--- src/rtl/camera_timing_gen_if.sv ---
// DVP camera-side bundle: enable/mode controls in, pixel clock, syncs, data and status out.
// Master is the timing generator; slave is the capture path or bench that consumes the stream.
interface camera_timing_gen_if;
    logic       en;
    logic [1:0] mode;
    logic       cam_pclk;
    logic       cam_vsync;
    logic       cam_href;
    logic [7:0] cam_data;
    logic [9:0] line_idx;
    logic       frame_done;

    modport master (
        input  en, mode,
        output cam_pclk, cam_vsync, cam_href, cam_data, line_idx, frame_done
    );

    modport slave (
        output en, mode,
        input  cam_pclk, cam_vsync, cam_href, cam_data, line_idx, frame_done
    );
endinterface

--- src/rtl/camera_timing_gen.sv ---
// Synthesisable OV7670-style DVP frame generator with selectable test patterns.
// Outputs are registered and change only on byte ticks (cam_pclk falling); there is no backpressure.
module camera_timing_gen #(
    parameter int WIDTH       = 640,
    parameter int HEIGHT      = 480,
    parameter int BPP         = 2,
    parameter int HBLANK      = 144,
    parameter int VSYNC_LINES = 3,
    parameter int VBP_LINES   = 17,
    parameter int VFP_LINES   = 10,
    parameter int PCLK_DIV    = 2
) (
    input  logic                clk,
    input  logic                rst,
    camera_timing_gen_if.master cam
);
    localparam int LINE_BYTES = WIDTH * BPP + HBLANK;
    localparam int ACT_BYTES  = WIDTH * BPP;
    localparam int CW         = ($clog2(LINE_BYTES) < 8) ? 8 : $clog2(LINE_BYTES);
    localparam int M1         = (VSYNC_LINES > VBP_LINES) ? VSYNC_LINES : VBP_LINES;
    localparam int M2         = (HEIGHT > VFP_LINES) ? HEIGHT : VFP_LINES;
    localparam int MAXL       = (M1 > M2) ? M1 : M2;
    localparam int LW         = ($clog2(MAXL + 1) < 10) ? 10 : $clog2(MAXL + 1);
    localparam int DW         = $clog2(PCLK_DIV);

    localparam logic [DW-1:0] DIV_LAST  = DW'(PCLK_DIV - 1);
    localparam logic [DW-1:0] DIV_HALF  = DW'(PCLK_DIV / 2);
    localparam logic [CW-1:0] BYTE_LAST = CW'(LINE_BYTES - 1);
    localparam logic [CW-1:0] ACT_END   = CW'(ACT_BYTES);
    localparam logic [LW-1:0] VS_LAST   = LW'(VSYNC_LINES - 1);
    localparam logic [LW-1:0] VBP_LAST  = LW'(VBP_LINES - 1);
    localparam logic [LW-1:0] ACT_LAST  = LW'(HEIGHT - 1);
    localparam logic [LW-1:0] VFP_LAST  = LW'(VFP_LINES - 1);

    typedef enum logic [2:0] {
        S_IDLE,
        S_VSYNC,
        S_VBP,
        S_ACTIVE,
        S_VFP
    } state_t;

    // Zero-length blanking states are skipped entirely, so they are never entered.
    localparam state_t FIRST_ST    = (VSYNC_LINES > 0) ? S_VSYNC :
                                     (VBP_LINES > 0)   ? S_VBP   : S_ACTIVE;
    localparam state_t AFTER_VSYNC = (VBP_LINES > 0) ? S_VBP : S_ACTIVE;
    localparam bit     HAS_VFP     = (VFP_LINES > 0);

    state_t          r_state;
    logic [DW-1:0]   r_div_cnt;
    logic [CW-1:0]   r_byte_cnt;
    logic [LW-1:0]   r_line_cnt;
    logic [1:0]      r_mode_q;
    logic [2:0]      r_phase;
    logic            r_pclk;
    logic            r_vsync;
    logic            r_href;
    logic [7:0]      r_data;
    logic [9:0]      r_line_idx;
    logic            r_frame_done;

    state_t          w_state_n;
    logic [DW-1:0]   w_div_nxt;
    logic            w_tick;
    logic            w_last_byte;
    logic            w_last_line;
    logic [CW-1:0]   w_byte_n;
    logic [LW-1:0]   w_line_n;
    logic            w_frame_end;
    logic            w_new_frame;
    logic [1:0]      w_mode_eff;
    logic [2:0]      w_phase_eff;
    logic [2:0]      w_phase_n;
    logic            w_href_n;
    logic [7:0]      w_data_n;
    logic [7:0]      w_seq_byte;

    always_comb begin
        w_tick    = (r_div_cnt == DIV_LAST);
        w_div_nxt = w_tick ? '0 : r_div_cnt + DW'(1);
        w_last_byte = (r_byte_cnt == BYTE_LAST);
        case (r_state)
            S_VSYNC:  w_last_line = (r_line_cnt == VS_LAST);
            S_VBP:    w_last_line = (r_line_cnt == VBP_LAST);
            S_ACTIVE: w_last_line = (r_line_cnt == ACT_LAST);
            S_VFP:    w_last_line = (r_line_cnt == VFP_LAST);
            default:  w_last_line = 1'b0;
        endcase

        w_state_n   = r_state;
        w_byte_n    = r_byte_cnt;
        w_line_n    = r_line_cnt;
        w_frame_end = 1'b0;
        w_new_frame = 1'b0;

        if (w_tick) begin
            if (r_state == S_IDLE) begin
                if (cam.en) begin
                    w_new_frame = 1'b1;
                    w_state_n   = FIRST_ST;
                    w_byte_n    = '0;
                    w_line_n    = '0;
                end
            end else begin
                w_byte_n = w_last_byte ? '0 : r_byte_cnt + CW'(1);
                if (w_last_byte) begin
                    if (w_last_line) begin
                        w_line_n = '0;
                        case (r_state)
                            S_VSYNC:  w_state_n = AFTER_VSYNC;
                            S_VBP:    w_state_n = S_ACTIVE;
                            S_ACTIVE: begin
                                if (HAS_VFP) w_state_n = S_VFP;
                                else         w_frame_end = 1'b1;
                            end
                            S_VFP:    w_frame_end = 1'b1;
                            default:  w_state_n = S_IDLE;
                        endcase
                    end else begin
                        w_line_n = r_line_cnt + LW'(1);
                    end
                end
                // en is only looked at here, so a mid-frame drop lets the frame finish.
                if (w_frame_end) begin
                    w_new_frame = cam.en;
                    w_state_n   = cam.en ? FIRST_ST : S_IDLE;
                end
            end
        end
    end

    always_comb begin
        w_mode_eff  = w_new_frame ? cam.mode : r_mode_q;
        w_phase_eff = w_new_frame ? 3'd0 : r_phase;
        w_href_n    = (w_state_n == S_ACTIVE) && (w_byte_n < ACT_END);

        case (w_phase_eff)
            3'd0:    w_seq_byte = 8'hAA;
            3'd1:    w_seq_byte = 8'h0B;
            3'd2:    w_seq_byte = 8'hAC;
            3'd3:    w_seq_byte = 8'h0D;
            default: w_seq_byte = 8'hAE;
        endcase

        w_phase_n = w_phase_eff;
        if (w_href_n && (w_mode_eff == 2'd1))
            w_phase_n = (w_phase_eff == 3'd4) ? 3'd0 : w_phase_eff + 3'd1;

        w_data_n = 8'h00;
        if (w_href_n) begin
            case (w_mode_eff)
                2'd0:    w_data_n = 8'hFF;
                2'd1:    w_data_n = w_seq_byte;
                2'd2:    w_data_n = w_byte_n[7:0];
                default: w_data_n = w_line_n[7:0] ^ w_byte_n[7:0];
            endcase
        end
    end

    always_ff @(posedge clk) begin
        if (rst) begin
            r_state      <= S_IDLE;
            r_div_cnt    <= '0;
            r_byte_cnt   <= '0;
            r_line_cnt   <= '0;
            r_mode_q     <= 2'd0;
            r_phase      <= 3'd0;
            r_pclk       <= 1'b0;
            r_vsync      <= 1'b0;
            r_href       <= 1'b0;
            r_data       <= 8'h00;
            r_line_idx   <= 10'd0;
            r_frame_done <= 1'b0;
        end else begin
            r_div_cnt    <= w_div_nxt;
            // pclk follows the next div value so its falling edge lines up with the byte tick.
            r_pclk       <= (w_state_n != S_IDLE) && (w_div_nxt >= DIV_HALF);
            r_frame_done <= w_frame_end;
            if (w_tick) begin
                r_state    <= w_state_n;
                r_byte_cnt <= w_byte_n;
                r_line_cnt <= w_line_n;
                r_phase    <= w_phase_n;
                if (w_new_frame)
                    r_mode_q <= cam.mode;
                r_vsync    <= (w_state_n == S_VSYNC);
                r_href     <= w_href_n;
                r_data     <= w_data_n;
                r_line_idx <= (w_state_n == S_ACTIVE) ? w_line_n[9:0] : 10'd0;
            end
        end
    end

    assign cam.cam_pclk   = r_pclk;
    assign cam.cam_vsync  = r_vsync;
    assign cam.cam_href   = r_href;
    assign cam.cam_data   = r_data;
    assign cam.line_idx   = r_line_idx;
    assign cam.frame_done = r_frame_done;
endmodule

--- src/flat_wrapper.sv ---
// flat-port wrapper written by rule: the top's interface ports become plain ports
module camera_timing_gen_flat 
#(
    parameter int WIDTH       = 640,
    parameter int HEIGHT      = 480,
    parameter int BPP         = 2,
    parameter int HBLANK      = 144,
    parameter int VSYNC_LINES = 3,
    parameter int VBP_LINES   = 17,
    parameter int VFP_LINES   = 10,
    parameter int PCLK_DIV    = 2
)
  (clk, rst, cam_en, cam_mode, cam_cam_pclk, cam_cam_vsync, cam_cam_href, cam_cam_data, cam_line_idx, cam_frame_done);
  camera_timing_gen_if cam_i ();
  input  logic clk;
  input  logic rst;
  input wire logic [$bits(cam_i.en)-1:0] cam_en;
  input wire logic [$bits(cam_i.mode)-1:0] cam_mode;
  output wire logic [$bits(cam_i.cam_pclk)-1:0] cam_cam_pclk;
  output wire logic [$bits(cam_i.cam_vsync)-1:0] cam_cam_vsync;
  output wire logic [$bits(cam_i.cam_href)-1:0] cam_cam_href;
  output wire logic [$bits(cam_i.cam_data)-1:0] cam_cam_data;
  output wire logic [$bits(cam_i.line_idx)-1:0] cam_line_idx;
  output wire logic [$bits(cam_i.frame_done)-1:0] cam_frame_done;
  assign cam_i.en = cam_en;
  assign cam_i.mode = cam_mode;
  assign cam_cam_pclk = cam_i.cam_pclk;
  assign cam_cam_vsync = cam_i.cam_vsync;
  assign cam_cam_href = cam_i.cam_href;
  assign cam_cam_data = cam_i.cam_data;
  assign cam_line_idx = cam_i.line_idx;
  assign cam_frame_done = cam_i.frame_done;
  camera_timing_gen #(.WIDTH(WIDTH), .HEIGHT(HEIGHT), .BPP(BPP), .HBLANK(HBLANK), .VSYNC_LINES(VSYNC_LINES), .VBP_LINES(VBP_LINES), .VFP_LINES(VFP_LINES), .PCLK_DIV(PCLK_DIV)) u_core (.clk(clk), .rst(rst), .cam(cam_i));
endmodule
--- config.mk ---
export PLATFORM = sky130hd
export DESIGN_NAME = camera_timing_gen_flat
export DESIGN_NICKNAME = d
export VERILOG_FILES = /design/src/rtl/camera_timing_gen_if.sv /design/src/rtl/camera_timing_gen.sv /design/src/flat_wrapper.sv
export SDC_FILE = /design/constraint.sdc
export NUM_CORES = 1
export LEC_CHECK = 0
export CAP_MARGIN = 20
export CORE_UTILIZATION = 34
export DETAILED_ROUTE_END_ITERATION = 7
export GPL_TIMING_DRIVEN = 0
export PLACE_DENSITY = 0.48
export SYNTH_ARGS = -nofsm -noshare
export SYNTH_HDL_FRONTEND = slang
export SYNTH_SLANG_ARGS = --single-unit
--- constraint.sdc ---
create_clock -name clk -period 6.2 [get_ports clk]
set_input_delay 0.62 -clock clk [delete_from_list [all_inputs] [get_ports clk]]
set_output_delay 0.62 -clock clk [all_outputs]
set_load 0.1 [all_outputs]
==> flow_metrics.py, run 1 <==
metrics = {
    "outcome": {
        "status": "complete, no violations",
    },
    "final_layout": {
        "drive_gt1_frac": 0.06263,
        "stdcell_count": 628,
        "nFillCells": 1047,
        "final_net_count": 506,
        "area_delta_synth_final_pct": 15.23,
        "diodes": 0,
    },
    "synthesis": {
        "synth_compound_area_frac": 0.2610,
        "synth-xor-area-share": 0.01018,
        "yosys-top-cells-area": "dfxtp_1, nand2_1, nor2_1",
        "synthSimpleGateAreaFrac": 0.3326,
        "synth_top_area_share": 0.3024,
        "synthFlopType": "dfxtp_1",
        "ys.warnings.count": 0,
        "netlist_area_sq_mm": 0.003442,
        "synth_cell_type_count": 72,
        "syn-num-nets": 474,
        "synth_cells": 462,
        "synth_commonest_cells": "nand2_1, dfxtp_1, nor2_1, a21oi_1, o21ai_0",
        "synth_edf_count": 0,
        "yosysSeqAreaShare": 0.3024,
        "synth-seq-cells": 52,
        "synth_fa_ha_area_frac": 0.02545,
        "syn_avg_cell_area_sq_um": 7.450,
        "synth_top_family_by_area": "simple AND/OR/NAND/NOR gates",
        "synthMostInstantiatedCell": "nand2_1",
        "muxShareOfSynthArea": 0.02072,
        "synth_area_leader_cell": "dfxtp_1",
        "async_flop_share": 0,
    },
    "drt": {
        "viasPerCell": 5.588,
        "first_pass_iters": 5,
        "drtIter0Drc": 220,
        "via_count": 3509,
        "drt_drc_violations_left": 0,
        "wl_per_cell_microns": 18.07,
        "drtAntennaViolNets": 0,
        "routed_wl_mm": 11.35,
    },
    "placed_design": {
        "place.port_buffers": 25,
        "finalWeightedCongestion": 0.8663,
        "dp_slack_ps": 2474,
        "dp_cells": 620,
        "dp_hpwl_mm": 8.347,
    },
    "power_and_ir_drop": {
        "p_leak_nw": 1.334,
        "power_w": 0.0006515,
        "max-vdd-ir-drop_mv": 0.09628,
        "power_density_mw_per_mm2": 164.3,
    },
    "timing": {
        "timing.hold.ws_ps": 457.6,
        "finalHoldViolations": 0,
        "slew_headroom": 0.2939,
        "clock_skew_ps": 12.57,
        "tightest_slew_ps": 1050,
        "fin_ws_ps": 2447,
        "final.period_utilization": 0.6054,
        "max_freq_mhz": 266.4,
        "post-route-min-period_ps": 3753,
        "setup_viol": 0,
        "tns_ps": 0,
        "slew_violations": 0,
        "grt_setup_unrepaired": "false",
    },
    "floorplanning": {
        "pin_count": 27,
        "fp-row-count": 36,
        "die_h_microns": 102.6,
        "die_w_microns": 102.6,
        "core_area_sq_mm": 0.009774,
        "start_util": 0.3522,
        "die_area_sq_mm": 0.01053,
    },
    "clock_network": {
        "htreeDepth": 2,
        "cts_resized": 0,
        "cts_buffers": 5,
        "clock_latency_ps": 310,
        "clk_path_buf_depth": 2,
        "ctsHoldBuffers": 0,
        "root_buffer": "clkbuf_8",
        "post_cts_buffers": 0,
        "cts_sinks": 52,
        "clk_pin_slew_worst_paths_ps": 100,
        "cts_tree": "yes",
    },
    "global_routing": {
        "grt_first_pass_wirelength_mm": 18.11,
        "globalRouteOverflowTotal": 0,
        "antenna_found_initial": 0,
        "gr-usage-all-layers": 0.2293,
        "grt_pass1_vias": 3174,
        "grt_max_degree": 16,
    },
    "worst_setup_path": {
        "path_class": "reg2reg",
        "worstPathMaxFanout": 10,
        "reg2reg_depth": 10,
        "reg2reg_to": "u_core.r_phase[1]",
        "end_kind": "flip-flop",
        "startpoint_type": "flip-flop",
        "arrival_ps": 3990,
        "r2r_setup_slack_ps": 2450,
        "required_ps": 6440,
        "r2r-start": "u_core.r_byte_cnt[0]",
    },
    "hold_path": {
        "holdPathStages": 2,
        "min_from": "u_core.cam.line_idx[6]",
        "hp-class": "reg2reg",
        "hold_end": "u_core.cam.line_idx[6]",
    },
    "job": {
        "cap_viol_max_count": 0,
    },
}
flip-flops by register name, summed over array words and instances (netlist names):
| register | flops |
|---|---|
| u_core.r_div_cnt | 1 |
| u_core.cam.cam_href | 1 |
| u_core.r_line_cnt | 10 |
| u_core.r_phase | 3 |
| u_core.cam.line_idx | 10 |
| u_core.cam.cam_vsync | 1 |
| u_core.cam.frame_done | 1 |
| u_core.r_byte_cnt | 11 |
| u_core.r_mode_q | 2 |
| u_core.cam.cam_data | 8 |
| u_core.r_state | 3 |
| u_core.cam.cam_pclk | 1 |
worst max-delay path by stage:
stage,startpoint,slack [ps],end
2_1_floorplan,u_core.r_line_cnt[1],3180,u_core.r_phase[2]
3_3_place_gp,cam_en,2470,u_core.cam.cam_data[3]
3_5_place_dp,cam_en,2470,u_core.cam.cam_data[3]
4_1_cts,u_core.r_byte_cnt[0],2540,u_core.cam.cam_data[3]
5_1_grt,u_core.r_byte_cnt[0],2200,u_core.cam.cam_data[3]
6_report,u_core.r_byte_cnt[0],2450,u_core.r_phase[1]
area by class of cell:
cell class,instances,area (sq um),share of cell area
Multi-Input combinational cell,372,2237,0.5640
Sequential cell,52,1041,0.2625
Timing Repair Buffer,25,250.2,0.06309
Tap cell,133,166.4,0.04196
Buffer,30,133.9,0.03375
Clock buffer,6,72.57,0.01830
Clock inverter,2,35.03,0.008833
Inverter,8,30.03,0.007571
cell families (layout without fill, tap and decap cells):
kind of cell / count (synthesis) / count (layout)
buf+inv: 38 / 71
mux: 7 / 7
compound gates: 135 / 135
xor+xnor: 4 / 4
fa+ha+maj: 7 / 7
simple gates: 219 / 219
flops: 52 / 52
routing by layer:
metal / wire [microns] / global-route usage / up-vias
met3: 606 / 0.03051 / 13
met4: 194 / 0.06044 / 0
met5: 0 / 0 / -
li1: - / - / 1766
met2: 5067 / 0.3600 / 108
met1: 5481 / 0.3286 / 1622
worst max-delay path, stage by stage (launching register included):
cell	delay, ps
dfxtp_1	470
ha_1	250
nand4b_1	220
or3_1	360
clkbuf_1	190
nor2_1	210
nand3_1	190
a311oi_2	950
nand4b_4	340
mux2_2	340
a21oi_1	160
metrics by stage:
step                instance area (sq um)    util
floorplan                            3442       -
global placement                     3859  0.3948
detailed placement                   3859  0.3948
CTS                                  3966  0.4058
global route                         3966  0.4058
finish                               3966  0.4058
where the power goes:
part / internal, W / switching (W)
logic: 0.0000182 / 0.0000525
registers: 0.000336 / 0.00000254
clock network: 0.000120 / 0.000122
total: 0.000474 / 0.000177
cell usage in the layout, fill, tap and decap left out, drive strengths merged, types with 6 or more instances in the layout:
cell type / n
a21oi: 32
a22oi: 6
a31oi: 12
and3: 10
buf: 9
clkbuf: 27
clkdlybuf4s50: 25
dfxtp: 52
ha: 7
inv: 8
mux2i: 6
nand2: 69
nand2b: 6
nand3: 16
nand4: 7
nor2: 44
nor2b: 7
nor3: 15
o211ai: 8
o21ai: 32
o31ai: 8
or4: 6
Power figures use the tool's default switching activity.
==> inputs of run 2 (changes only) <==
--- a/config.mk
+++ b/config.mk
@@ -9,7 +9,7 @@
 export CORE_UTILIZATION = 34
 export DETAILED_ROUTE_END_ITERATION = 7
 export GPL_TIMING_DRIVEN = 0
-export PLACE_DENSITY = 0.48
+export PLACE_DENSITY = 0.5
 export SYNTH_ARGS = -nofsm -noshare
 export SYNTH_HDL_FRONTEND = slang
 export SYNTH_SLANG_ARGS = --single-unit
==> constraint.sdc (replaced) <==
create_clock -name clk -period 3.3 [get_ports clk]
set_input_delay 0.33 -clock clk [delete_from_list [all_inputs] [get_ports clk]]
set_output_delay 0.33 -clock clk [all_outputs]
set_load 0.1 [all_outputs]
==> flow_metrics.py, run 2 (synthesis gave the netlist of run 1 again) <==
metrics = {
    "outcome": {
        "status": "complete, no violations",
    },
    "timing": {
        "slew_violations": 0,
        "finalHoldViolations": 0,
        "slew_headroom": 0.3452,
        "post-route-min-period_ps": 3212,
        "max_freq_mhz": 311.3,
        "setup_viol": 0,
        "fin_ws_ps": 87.50,
        "clock_skew_ps": 8.797,
        "timing.hold.ws_ps": 460.0,
        "final.period_utilization": 0.9735,
        "tightest_slew_ps": 979.2,
    },
    "drt": {
        "drtAntennaViolNets": 0,
        "first_pass_iters": 5,
        "drt_drc_violations_left": 0,
        "drtIter0Drc": 228,
        "wl_per_cell_microns": 18.03,
        "viasPerCell": 5.679,
        "via_count": 3663,
        "routed_wl_mm": 11.63,
    },
    "final_layout": {
        "final_net_count": 523,
        "area_delta_synth_final_pct": 23.48,
        "top_register": "u_core.r_byte_cnt",
        "drive_gt1_frac": 0.1543,
        "layout_commonest_cell": "nand2_1",
        "final_core_util": 0.4348,
        "largest_reg_flops": 11,
        "nFillCells": 1012,
        "final_cell_mix": "nand2_1, dfxtp_1, nor2_1, a21oi_1, o21ai_0",
        "design_area_sq_mm": 0.004250,
        "diodes": 0,
    },
    "placed_design": {
        "dp_hpwl_mm": 8.249,
        "place.port_buffers": 25,
        "finalWeightedCongestion": 0.8559,
        "placed_area_sq_mm": 0.003859,
        "dp_slack_ps": -262.3,
    },
    "worst_setup_path": {
        "critPathBufInv": 2,
        "crit_slowest_cell": "or4b_4",
        "cp_slowest_stage_delay_ps": 550,
        "required_ps": 3550,
        "end_kind": "flip-flop",
        "crit_path_cell_trace": "buf_6, a211o_1, o211a_4, or4b_4, o31ai_4, nand2_2, nand2_2, inv_2, ha_1, ha_1, or4_1, o21ai_1",
        "path_class": "reg2reg",
        "startpoint_type": "flip-flop",
        "arrival_ps": 3460,
        "cp_top_family": "simple AND/OR/NAND/NOR gates",
        "worstPathMaxFanout": 10,
    },
    "global_routing": {
        "antenna_found_initial": 0,
        "grt_first_pass_wirelength_mm": 18.00,
        "gr-usage-all-layers": 0.2267,
        "grt_pass1_vias": 3312,
        "grt_max_degree": 17,
        "globalRouteOverflowTotal": 0,
    },
    "floorplanning": {
        "die_area_sq_mm": 0.01053,
        "pin_count": 27,
        "die_h_microns": 102.6,
        "die_w_microns": 102.6,
        "core_area_sq_mm": 0.009774,
        "start_util": 0.3522,
        "fp-row-count": 36,
    },
    "clock_network": {
        "ctsHoldBuffers": 0,
        "cts_sinks": 52,
        "clk_path_buf_depth": 2,
        "root_buffer": "clkbuf_8",
        "htreeDepth": 2,
        "cts_buffers": 5,
        "clk_pin_slew_worst_paths_ps": 110,
        "clock_latency_ps": 320,
        "cts_tree": "yes",
    },
    "power_and_ir_drop": {
        "p_leak_nw": 1.465,
        "power_density_mw_per_mm2": 274.8,
        "max-vdd-ir-drop_mv": 0.1707,
        "power_w": 0.001168,
    },
    "hold_path": {
        "hp-class": "reg2reg",
    },
    "job": {
        "cap_viol_max_count": 0,
    },
}
-- run 2: what timing repair did --
| item | in CTS | in global routing |
|---|---|---|
| resized for setup | 12 | 31 |
| hold endpoints to repair | 0 | 0 |
| pin swaps | 1 | 9 |
| setup endpoints to repair | 11 | 12 |
| buffers inserted | 4 | 16 |
-- run 2: layer usage --
layer  part of all wire  track usage
met3              0.047      0.03458
met1               0.47       0.3057
met5                  0            0
met4              0.028      0.08791
met2               0.45       0.3631
-- run 2: report_power, final --
| part | leakage, nW | switching [W] | internal [W] |
|---|---|---|---|
| combinational | 0.995 | 0.000101 | 0.0000430 |
| clock | 0.0479 | 0.000238 | 0.000149 |
| sequential | 0.422 | 0.00000539 | 0.000632 |
-- run 2: per-stage QoR --
stage,setup TNS [ps],std cells
6_report,0,645
5_1_grt,-95.16,645
4_1_cts,0,631
3_5_place_dp,-1080,620
3_3_place_gp,-1072,620
2_1_floorplan,0,462
-- run 2: worst reg2reg max path: cells and delay by family, from the launching register on --
kind	cells	cell delay, ps
AOI/OAI and AO/OA	4	830
buffers and inverters	2	190
DFF	1	350
adders and majority gates	2	460
and+or+nand+nor	4	1320
-- run 2: final timing paths --
check	startpoint	to	slack, ps	depth (start not counted)
min	u_core.cam.line_idx[8]	u_core.cam.line_idx[8]	460	2
max	u_core.r_line_cnt[4]	u_core.r_phase[2]	90	12
min reg2reg	u_core.cam.line_idx[8]	u_core.cam.line_idx[8]	460	2
max reg2reg	u_core.r_line_cnt[4]	u_core.r_phase[2]	90	12
-- run 2: area by class of cell --
cell class | count | area, sq um | area share
Inverter | 8 | 30.03 | 0.007065
Sequential cell | 52 | 1047 | 0.2464
Tap cell | 133 | 166.4 | 0.03915
Clock buffer | 5 | 68.82 | 0.01619
Clock inverter | 3 | 18.77 | 0.004416
Timing Repair Buffer | 45 | 400.4 | 0.09420
Buffer | 27 | 141.4 | 0.03326
Multi-Input combinational cell | 372 | 2377 | 0.5593
